**config.mk**
```make
export PLATFORM = sky130hd
export DESIGN_NAME = decode_stage
export DESIGN_NICKNAME = d
export VERILOG_FILES = /design/src/rtl/decode_stage.sv
export SDC_FILE = /design/constraint.sdc
export NUM_CORES = 1
export LEC_CHECK = 0
export ABC_AREA = 0
export CAP_MARGIN = 0
export CORE_MARGIN = 1.5
export CORE_UTILIZATION = 53
export DETAILED_ROUTE_END_ITERATION = 10
export PLACE_DENSITY = 0.94
export SLEW_MARGIN = 20
export SYNTH_ARGS = -nofsm -noshare
export SYNTH_HDL_FRONTEND = slang
export SYNTH_SLANG_ARGS = --single-unit
```
**constraint.sdc**
```tcl
create_clock -name clk -period 4.35 [get_ports clk]
set_input_delay 1.0875 -clock clk [delete_from_list [all_inputs] [get_ports clk]]
set_output_delay 1.0875 -clock clk [all_outputs]
set_load 0.01 [all_outputs]
```
**src/rtl/decode_stage.sv**
```systemverilog
// decode_stage: RV32I decode pipeline stage between fetch and igen/execute.
// Accepts {pc, insn} from fetch through a 2-entry skid buffer (output
// register + skid register) and presents registered decoded fields.
// Ports:
//   clk, rst_n             clock (rising edge), async active-low reset
//   flush_i                drop all held and incoming instructions
//   valid_i/ready_o        fetch-side handshake, pc_i/insn_i payload
//   valid_o/ready_i        downstream handshake
//   pc_o, insn_o           PC and raw instruction of the decoded entry
//   opcode_o .. funct7_o   decoded fields, zeroed where the format lacks them
//   illegal_o              unrecognised encoding (meaningful with valid_o)
module decode_stage #(
  parameter int unsigned DWIDTH = 32,
  parameter int unsigned AWIDTH = 32
) (
  input  logic              clk,
  input  logic              rst_n,
  input  logic              flush_i,
  input  logic              valid_i,
  output logic              ready_o,
  input  logic [AWIDTH-1:0] pc_i,
  input  logic [DWIDTH-1:0] insn_i,
  output logic              valid_o,
  input  logic              ready_i,
  output logic [AWIDTH-1:0] pc_o,
  output logic [DWIDTH-1:0] insn_o,
  output logic [6:0]        opcode_o,
  output logic [4:0]        rd_o,
  output logic [2:0]        funct3_o,
  output logic [4:0]        rs1_o,
  output logic [4:0]        rs2_o,
  output logic [6:0]        funct7_o,
  output logic              illegal_o
);

  localparam logic [6:0] OP_LUI    = 7'h37;
  localparam logic [6:0] OP_AUIPC  = 7'h17;
  localparam logic [6:0] OP_JAL    = 7'h6F;
  localparam logic [6:0] OP_JALR   = 7'h67;
  localparam logic [6:0] OP_BRANCH = 7'h63;
  localparam logic [6:0] OP_LOAD   = 7'h03;
  localparam logic [6:0] OP_STORE  = 7'h23;
  localparam logic [6:0] OP_IMM    = 7'h13;
  localparam logic [6:0] OP_OP     = 7'h33;
  localparam logic [6:0] OP_FENCE  = 7'h0F;
  localparam logic [6:0] OP_SYSTEM = 7'h73;

  logic              or_valid;
  logic              sk_valid;
  logic [AWIDTH-1:0] sk_pc;
  logic [DWIDTH-1:0] sk_insn;

  logic              accept;
  logic              fire_out;
  logic              or_free;
  logic              or_load;
  logic              sk_load;

  logic [AWIDTH-1:0] ld_pc;
  logic [DWIDTH-1:0] ld_insn;

  logic [6:0]        d_opcode;
  logic [4:0]        d_rd;
  logic [2:0]        d_funct3;
  logic [4:0]        d_rs1;
  logic [4:0]        d_rs2;
  logic [6:0]        d_funct7;
  logic              d_illegal;

  assign ready_o  = !sk_valid;
  assign valid_o  = or_valid;
  assign accept   = valid_i & ready_o;
  assign fire_out = or_valid & ready_i;
  assign or_free  = !or_valid | fire_out;

  // The skid entry is always older than the input, so it has priority for OR.
  assign ld_pc   = sk_valid ? sk_pc   : pc_i;
  assign ld_insn = sk_valid ? sk_insn : insn_i;
  assign or_load = or_free & (sk_valid | accept);
  // Input goes to the skid when OR stays occupied, or when OR is refilled from SK.
  assign sk_load = accept & (sk_valid | !or_free);

  always_comb begin
    d_opcode  = ld_insn[6:0];
    d_rd      = ld_insn[11:7];
    d_funct3  = ld_insn[14:12];
    d_rs1     = ld_insn[19:15];
    d_rs2     = '0;
    d_funct7  = '0;
    d_illegal = 1'b0;
    case (d_opcode)
      OP_LUI, OP_AUIPC, OP_JAL: begin
        d_funct3 = '0;
        d_rs1    = '0;
      end
      OP_BRANCH, OP_STORE: begin
        d_rd  = '0;
        d_rs2 = ld_insn[24:20];
      end
      OP_OP: begin
        d_rs2    = ld_insn[24:20];
        d_funct7 = ld_insn[31:25];
      end
      OP_IMM: begin
        if (ld_insn[13:12] == 2'b01) d_funct7 = ld_insn[31:25];
      end
      OP_JALR, OP_LOAD, OP_FENCE, OP_SYSTEM: ;
      default: d_illegal = 1'b1;
    endcase
    if (ld_insn[1:0] != 2'b11) d_illegal = 1'b1;
  end

  always_ff @(posedge clk or negedge rst_n) begin
    if (!rst_n) begin
      or_valid <= 1'b0;
      sk_valid <= 1'b0;
    end else if (flush_i) begin
      or_valid <= 1'b0;
      sk_valid <= 1'b0;
    end else begin
      if (or_free) begin
        or_valid <= sk_valid | accept;
        sk_valid <= sk_valid & accept;
      end else if (accept) begin
        sk_valid <= 1'b1;
      end
    end
  end

  always_ff @(posedge clk or negedge rst_n) begin
    if (!rst_n) begin
      sk_pc   <= '0;
      sk_insn <= '0;
    end else if (sk_load) begin
      sk_pc   <= pc_i;
      sk_insn <= insn_i;
    end
  end

  always_ff @(posedge clk or negedge rst_n) begin
    if (!rst_n) begin
      pc_o      <= '0;
      insn_o    <= '0;
      opcode_o  <= '0;
      rd_o      <= '0;
      funct3_o  <= '0;
      rs1_o     <= '0;
      rs2_o     <= '0;
      funct7_o  <= '0;
      illegal_o <= 1'b0;
    end else if (or_load) begin
      pc_o      <= ld_pc;
      insn_o    <= ld_insn;
      opcode_o  <= d_opcode;
      rd_o      <= d_rd;
      funct3_o  <= d_funct3;
      rs1_o     <= d_rs1;
      rs2_o     <= d_rs2;
      funct7_o  <= d_funct7;
      illegal_o <= d_illegal;
    end
  end

endmodule

```
* Word-level counts from Yosys, hierarchy flattened
Index checks and enable logic that the tools add are counted.
** Word-level totals
- Bits in registers :: 163
- Logic and storage cells :: 58
- Output and inout port bits :: 99
- Input port bits :: 69
** Operators by class
- Equality and inequality tests :: 13
- Bitwise gates (word level) :: 8
- Multiplexer cells :: 15
- Reductions and logical operators :: 9
** Operator list (number)
- 32-bit two-way mux :: 2
- 7-bit equality test (second input constant) :: 4
- 7-bit by 6-bit equality test with 1-bit output (second input constant) :: 3
- 5-bit two-way mux :: 3
- 7-bit by 5-bit equality test with 1-bit output (second input constant) :: 2
- 7-bit case mux with 2 select lines :: 1
- 11-bit OR reduction :: 1
- 7-bit by 2-bit equality test with 1-bit output (second input constant) :: 1
- 7-bit by 4-bit equality test with 1-bit output (second input constant) :: 1
- 1-bit two-way mux :: 7
- 7-bit two-way mux :: 1
- 3-bit OR reduction :: 2
- 1-bit bitwise AND :: 5
- 1-bit zero test :: 3
- 3-bit two-way mux :: 1
- 1-bit OR :: 3
- 3-bit nonzero test :: 1
- 2-bit by 1-bit equality test with 1-bit output (second input constant) :: 1
- 2-bit inequality test (second input constant) :: 1
- 2-bit nonzero test :: 1
- 2-bit OR reduction :: 1

* Logic depth before layout (Yosys ltp)
- Word-level depth :: 5
- Mapped depth :: 7
- Gate-level depth less buffers :: 4

* Worst setup path after synthesis
No wires, ideal clock.
- Path kind :: input-to-reg
- Start point :: input port insn_i[4]
- End point :: register funct3_o[0]
- Arrival :: 2447 ps
- Stages on the path :: 4
- Library setup time :: 120 ps
- Buffers on the path :: 0
- Required time :: 4230 ps
- Setup slack :: 1783 ps
- Path through :: mux2_4 -> or4_1 -> a2111o_1 -> o211a_1
** On the way
- Cells in the longest elaborated chain, start to end :: 4
- Elaborated cells on any way between the ends :: 6
- Those cells by class :: 3 x eq/ne; 2 x mux; 1 x reduce/logical
** RTL lines
- from (decl) :: RTL line 22 : input logic [DWIDTH-1:0] insn_i,
- 32-bit two-way mux (*) :: RTL line 78 : assign ld_insn = sk_valid ? sk_insn : insn_i;
- 7-bit by 6-bit equality test with 1-bit output, or another cell as far along :: RTL line 91 : case (d_opcode)
- 3-bit OR reduction (*)
- 3-bit two-way mux (*) :: RTL line 91
- to (signal assigned) :: RTL line 156 : funct3_o <= d_funct3;
- to (decl) :: RTL line 29 : output logic [2:0] funct3_o,
Mark *: on every way between the ends. The rest lies on a longest branch, timed or not.
A chain may end at the register's enable or synchronous reset.

* Worst setup path in the final report
- Start point :: register sk_valid
- End point :: output port ready_o
** On the way
- Cells in the longest elaborated chain, start to end :: 1
** RTL lines
- from (decl) :: RTL line 49 : logic sk_valid;
- from (signal assigned) :: RTL line 123 : sk_valid <= sk_valid & accept;
- 1-bit zero test :: RTL line 70 : assign ready_o = !sk_valid;
- to (decl) :: RTL line 20 : output logic ready_o,
Every way passes these cells.

==> results_dict.tcl <==
set metrics [dict create \
    worst_pin_slew_ns 1.05 \
    netlist_area_um2 6590 \
    synth_compound_area_share_pct 10.7 \
    status "finished, final reports clean" \
    synth_top_family_by_area "multiplexers" \
    gp_congestion 0.819 \
    hold_class "flip-flop to flip-flop" \
    cp-start-kind "flip-flop" \
    insertion_delay_ns 0.41 \
    min_delay_path_depth 2 \
    fin_tns_setup_ns 0 \
    hold_buffers 0 \
    grt_first_pass_wirelength_um 25000 \
    powerDensity_nw_per_um2 450 \
    synthTopCellsByCount "dfrtp_1, mux2_2, mux2i_1" \
    grt_start_max_net_pins 125 \
    drc 0 \
    ant_nets 0 \
    die_h_um 114 \
    synth.top_cell.area_share_pct 59.3 \
    fin_util_pct 74.2 \
    wl_met1_um 6310 \
    synth.largest_area_cell "dfrtp_1" \
    grt_pass1_vias 4966 \
    core_area_um2 12100 \
    fmax_mhz 339 \
    port_buffers 167 \
    layout_setup_ws_ns 1.40 \
    grt.total_usage_pct 25.1 \
    dr_wl_met3_um 954 \
    crit_fanout 33 \
    rsz0062_at_grt "no" \
    vias 4717 \
    dr_wl_met2_um 7830 \
    r2r_cells 4 \
    critPathRequiredTime_ns 3.26 \
    die_x_um 114 \
    min_period_over_period_pct 67.7 \
    muxShareOfSynthArea_pct 20.9 \
    dp_slack_ns 1.14 \
    switching_share_pct 24.6 \
    ctsHtreeMaxLevel 4 \
    synthTopCellsByArea "dfrtp_1, mux2_2, mux2i_1" \
    post_cts_buffers 0 \
    antenna_cells 0 \
    drv_cap 0 \
    synthCells 522 \
    dp_hpwl_um 10500 \
    layout-drive-gt1-share_pct 15.4 \
    initial_core_util_pct 54.6 \
    first_pass_iters 4 \
    cts_buffer_depth 2 \
    yosysSeqAreaShare_pct 59.3 \
    clock-sinks 156 \
    critical_path_class "flip-flop to output port" \
    synthAdderAreaFrac_pct 0 \
    synth_most_common_cell "dfrtp_1" \
    top_layer_used "met4" \
    synthFlopType "dfrtp_1" \
    clkTransAtPathRegs_ns 0.06 \
    drt_iter0_drc 254 \
    power_frac_comb_pct 17.8 \
    slew_headroom_pct 30.2 \
    yosys_warnings 0 \
    yosysUniqueCellTypes 36 \
    antenna_found_initial 0 \
    wl_um 15500 \
    fp-row-count 40 \
    vias_per_cell 5.52 \
    syn_area_per_cell_um2 12.6 \
    yosys.area_share.simple_pct 5.91 \
    pwr-share-clk_pct 36.5 \
    synth_xor_area_share_pct 0 \
    finalCriticalPeriod_ns 2.95 \
    cts_buffers 17 \
    synth_edf_count 0 \
    setup_viol 0 \
    synth_seq_cells 156 \
    async_reset_ff_share_pct 100 \
    fin_nets 743 \
    skew_ns 0.00503 \
    syn_nets 591 \
    pin_count 168 \
    crit_arrival_ns 1.86 \
    slew_viol_final 0 \
    p_sw_mw 0.989 \
    die-area_um2 13100 \
    hold_violations 0 \
    cts_tree "built" \
    power.total_mw 4.03 \
    syn2layout_area_growth_pct 35.8 \
    p_seq_share_pct 45.8 \
    wl_per_cell_um 18.2 \
    endpoint_kind "output port" \
    whs_ns 0.479 \
    internal_power_mw 3.04 \
    overflow 0 \
    ir_drop_mv 0.284 \
    cts_resized 0 \
    root_buffer "clkbuf_16" \
    p_leak_nw 3.72 \
]
## cell usage in the layout, fill, tap and decap left out, types with 2 or more instances in the layout
| cell type | netlist | routed |
|---|---|---|
| clkdlybuf4s50_1 | 0 | 166 |
| dfrtp_1 | 156 | 155 |
| mux2_2 | 64 | 64 |
| mux2i_1 | 64 | 64 |
| nand2_1 | 60 | 60 |
| o21ai_0 | 46 | 45 |
| clkbuf_16 | 0 | 17 |
| nor2_1 | 14 | 14 |
| a21o_1 | 12 | 12 |
| a22o_1 | 12 | 12 |
| o21a_1 | 10 | 10 |
| o211a_1 | 8 | 8 |
| clkbuf_8 | 0 | 6 |
| buf_4 | 7 | 6 |
| o31ai_1 | 5 | 5 |
| clkbuf_1 | 16 | 4 |
| nand2b_1 | 3 | 3 |
| o32ai_1 | 3 | 3 |
| nand3_1 | 3 | 3 |
| nor2b_1 | 3 | 3 |
| clkinv_2 | 0 | 3 |
| inv_1 | 2 | 2 |
| o32a_1 | 2 | 2 |
| bufinv_16 | 0 | 2 |
## final timing paths
kind	start	endpoint	slack, ns
worst max-delay path	sk_valid	ready_o	1.40
worst max register to register	sk_valid	illegal_o	1.51
worst min-delay path	insn_o[22]	insn_o[22]	0.48
min in group asynchronous	rst_n	insn_o[27]	0.72
max in group asynchronous	rst_n	pc_o[18]	2.61
worst min register to register	insn_o[22]	insn_o[22]	0.48
## state kept, by name, summed over array words and instances, names as in the netlist
signal,count
pc_o,32
rd_o,5
sk_valid,1
valid_o,1
rs2_o,5
illegal_o,1
funct3_o,3
rs1_o,5
insn_o,32
funct7_o,7
sk_pc,32
sk_insn,32
## metrics by stage
step / cells / area (um2)
floorplan: 522 / 6590
global placement: 823 / 8350
detailed placement: 823 / 8350
CTS: 855 / 8940
global route: 855 / 8940
finish: 855 / 8940
## critical path, stage by stage (launching register included)
cell,delay (ns)
dfrtp_4,0.67
inv_1,0.20
clkdlybuf4s50_1,0.57
## metal layers
| layer | track usage, % | vias to the layer above |
|---|---|---|
| met5 | 0 | - |
| li1 | - | 2153 |
| met4 | 11.1 | 0 |
| met1 | 31.2 | 2371 |
| met3 | 6.78 | 30 |
| met2 | 41.3 | 163 |
## power groups by stage
stage / Sequential [mW] / Clock (mW) / Combinational [mW]
3_5_place_dp: 1.86 / 0 / 0.719
5_1_grt: 1.87 / 1.56 / 0.775
4_1_cts: 1.84 / 1.48 / 0.725
3_3_place_gp: 1.84 / 0 / 0.688
6_report: 1.84 / 1.47 / 0.716
2_1_floorplan: 1.87 / 0 / 0.310
## area by class of cell
| cell class | count | area, um2 |
|---|---|---|
| Inverter | 2 | 7.51 |
| Multi-Input combinational cell | 323 | 2490 |
| Fill cell | 803 | 3120 |
| Tap cell | 168 | 210 |
| Clock buffer | 26 | 509 |
| Sequential cell | 156 | 3910 |
| Clock inverter | 6 | 82.6 |
| Timing Repair Buffer | 174 | 1740 |
## logic make-up after synthesis
family,after synthesis
flip-flops,156
multiplexers,129
AO/OA/AOI/OAI,103
AND/OR/NAND/NOR,91
buffers and inverters,43
Power figures use the tool's default switching activity.
==> patch (config.mk and constraints unchanged) <==
Change the parameter `DWIDTH` from 32 to 48.
--- a/src/rtl/decode_stage.sv
+++ b/src/rtl/decode_stage.sv
@@ -11,5 +11,5 @@
 //   illegal_o              unrecognised encoding (meaningful with valid_o)
 module decode_stage #(
-  parameter int unsigned DWIDTH = 32,
+  parameter int unsigned DWIDTH = 48,
   parameter int unsigned AWIDTH = 32
 ) (
Interface: changed (resized insn_i and insn_o); port bits go from 168 to 200. The function was not compared with the original's and may differ.
==> patch against the unedited design <==
- power grew 13%
- final cell count is 17% higher
- die area increased by 19%
- worst setup slack got worse by 330 ps
- routed wire length grew 18%
- sequential cell count rose by 32
- cell area grew 18%
- area after synthesis grew 20%
- core utilization down 1.5 points
- largest power group unchanged
==> patch: results (changes against the unedited design) <==
\begin{tabular}{lr}
\hline
Metric & Value \\
\hline
\multicolumn{2}{l}{\textbf{Synth}} \\
Dominant cells by area after synthesis & sky130\_fd\_sc\_hd\_\_dfrtp\_1 60\%, sky130\_fd\_sc\_hd\_\_mux2\_2 11\%, sky130\_fd\_sc\_hd\_\_mux2i\_1 10\% (was sky130\_fd\_sc\_hd\_\_dfrtp\_1 59\%, sky130\_fd\_sc\_hd\_\_mux2\_2 11\%, sky130\_fd\_sc\_hd\_\_mux2i\_1 9.7\%) \\
Number of different library cells in the post-synthesis netlist & 37 (was 36) \\
Number of nets in the synthesized netlist & 710 (was 591) \\
Top post-synthesis cells by count & 188 x sky130\_fd\_sc\_hd\_\_dfrtp\_1, 80 x sky130\_fd\_sc\_hd\_\_mux2\_2, 80 x sky130\_fd\_sc\_hd\_\_mux2i\_1, 76 x sky130\_fd\_sc\_hd\_\_nand2\_1, 61 x sky130\_fd\_sc\_hd\_\_o21ai\_0 (was 156 x sky130\_fd\_sc\_hd\_\_dfrtp\_1, 64 x sky130\_fd\_sc\_hd\_\_mux2\_2, 64 x sky130\_fd\_sc\_hd\_\_mux2i\_1, 60 x sky130\_fd\_sc\_hd\_\_nand2\_1, 46 x sky130\_fd\_sc\_hd\_\_o21ai\_0) \\
\multicolumn{2}{l}{\textbf{Place}} \\
Total cell area at the placement stage & 9990 um\^{}2 (was 8350 um\^{}2) \\
Count of buffers inserted at the top-level ports & 199 (was 167) \\
Half-perimeter wire length after placement & 12400 um (was 10500 um) \\
Worst slack at placement & 1050 ps (was 1140 ps) \\
\multicolumn{2}{l}{\textbf{Setup path}} \\
Worst path top cell family by delay & flip-flops (was buffers and inverters) \\
Reg-to-reg setup timing slack & 1430 ps (was 1510 ps) \\
\multicolumn{2}{l}{\textbf{Routing}} \\
Wire length on met3 & 976 um (was 954 um) \\
Starting DRT DRC Count & 353 (was 254) \\
DR WL met2 & 9330 um (was 7830 um) \\
M1 wire length & 7530 um (was 6310 um) \\
Post-Route WL & 18400 um (was 15500 um) \\
\multicolumn{2}{l}{\textbf{Cells and area}} \\
Share of layout cells above drive strength 1 & 0.151 (was 0.154) \\
\multicolumn{2}{l}{\textbf{Global routing}} \\
Overall fraction of global-route tracks in use & 0.246 (was 0.251) \\
Vias in the first global route & 6031 (was 4966) \\
Wire length of the first global-routing pass & 30400 um (was 25000 um) \\
\multicolumn{2}{l}{\textbf{Pwr}} \\
Largest voltage drop on the vdd net & 0.000240 V (was 0.000284 V) \\
Leakage power & 4.36 nW (was 3.72 nW) \\
Internal power of the cells & 3.39 mW (was 3.04 mW) \\
\multicolumn{2}{l}{\textbf{STA}} \\
Max Fclk & 306 MHz (was 339 MHz) \\
Post-route clock skew & 8.83 ps (was 5.03 ps) \\
Slew @ Worst Pin & 924 ps (was 1050 ps) \\
\multicolumn{2}{l}{\textbf{Worst hold path}} \\
Worst Hold Path EP & pc\_o[10] (was insn\_o[22]) \\
Worst Hold Launch & pc\_o[10] (was insn\_o[22]) \\
\multicolumn{2}{l}{\textbf{Status}} \\
Run status & completed (unchanged) \\
\hline
\end{tabular}
[patch: cell families (layout without fill, tap and decap cells)]
| kind of cell | Yosys count | in the layout | synth area share |
|---|---|---|---|
| multiplexers | 161 | 161 | 0.218 |
| AO/OA/AOI/OAI | 119 | 119 | 0.0996 |
| flip-flops | 188 | 188 | 0.596 |
| AND/OR/NAND/NOR | 107 | 107 | 0.0569 |
| buffers and inverters | 50 | 239 | 0.0297 |
[patch: metal layers]
layer	vias up	track usage
met5	-	0
met4	0	0.102
met3	39	0.0650
met2	176	0.418
met1	2767	0.299
li1	2554	-
[patch: layout make-up]
class                   instances  area [um^2]  share of cell area
inverters                       2         7.51            0.000711
flip-flops and latches        188         4710               0.446
clock inverters                10         90.1             0.00853
repair buffers                205         2080               0.197
multi-input cells             387         2970               0.281
well taps                     184          230              0.0218
clock buffers                  22          474              0.0449
[patch: metrics by stage]
stage               instances  power (mW)
floorplan                 625        2.63
global placement          966        3.05
detailed placement        966        3.12
CTS                       998        4.61
global route              998        4.78
finish                    998        4.56
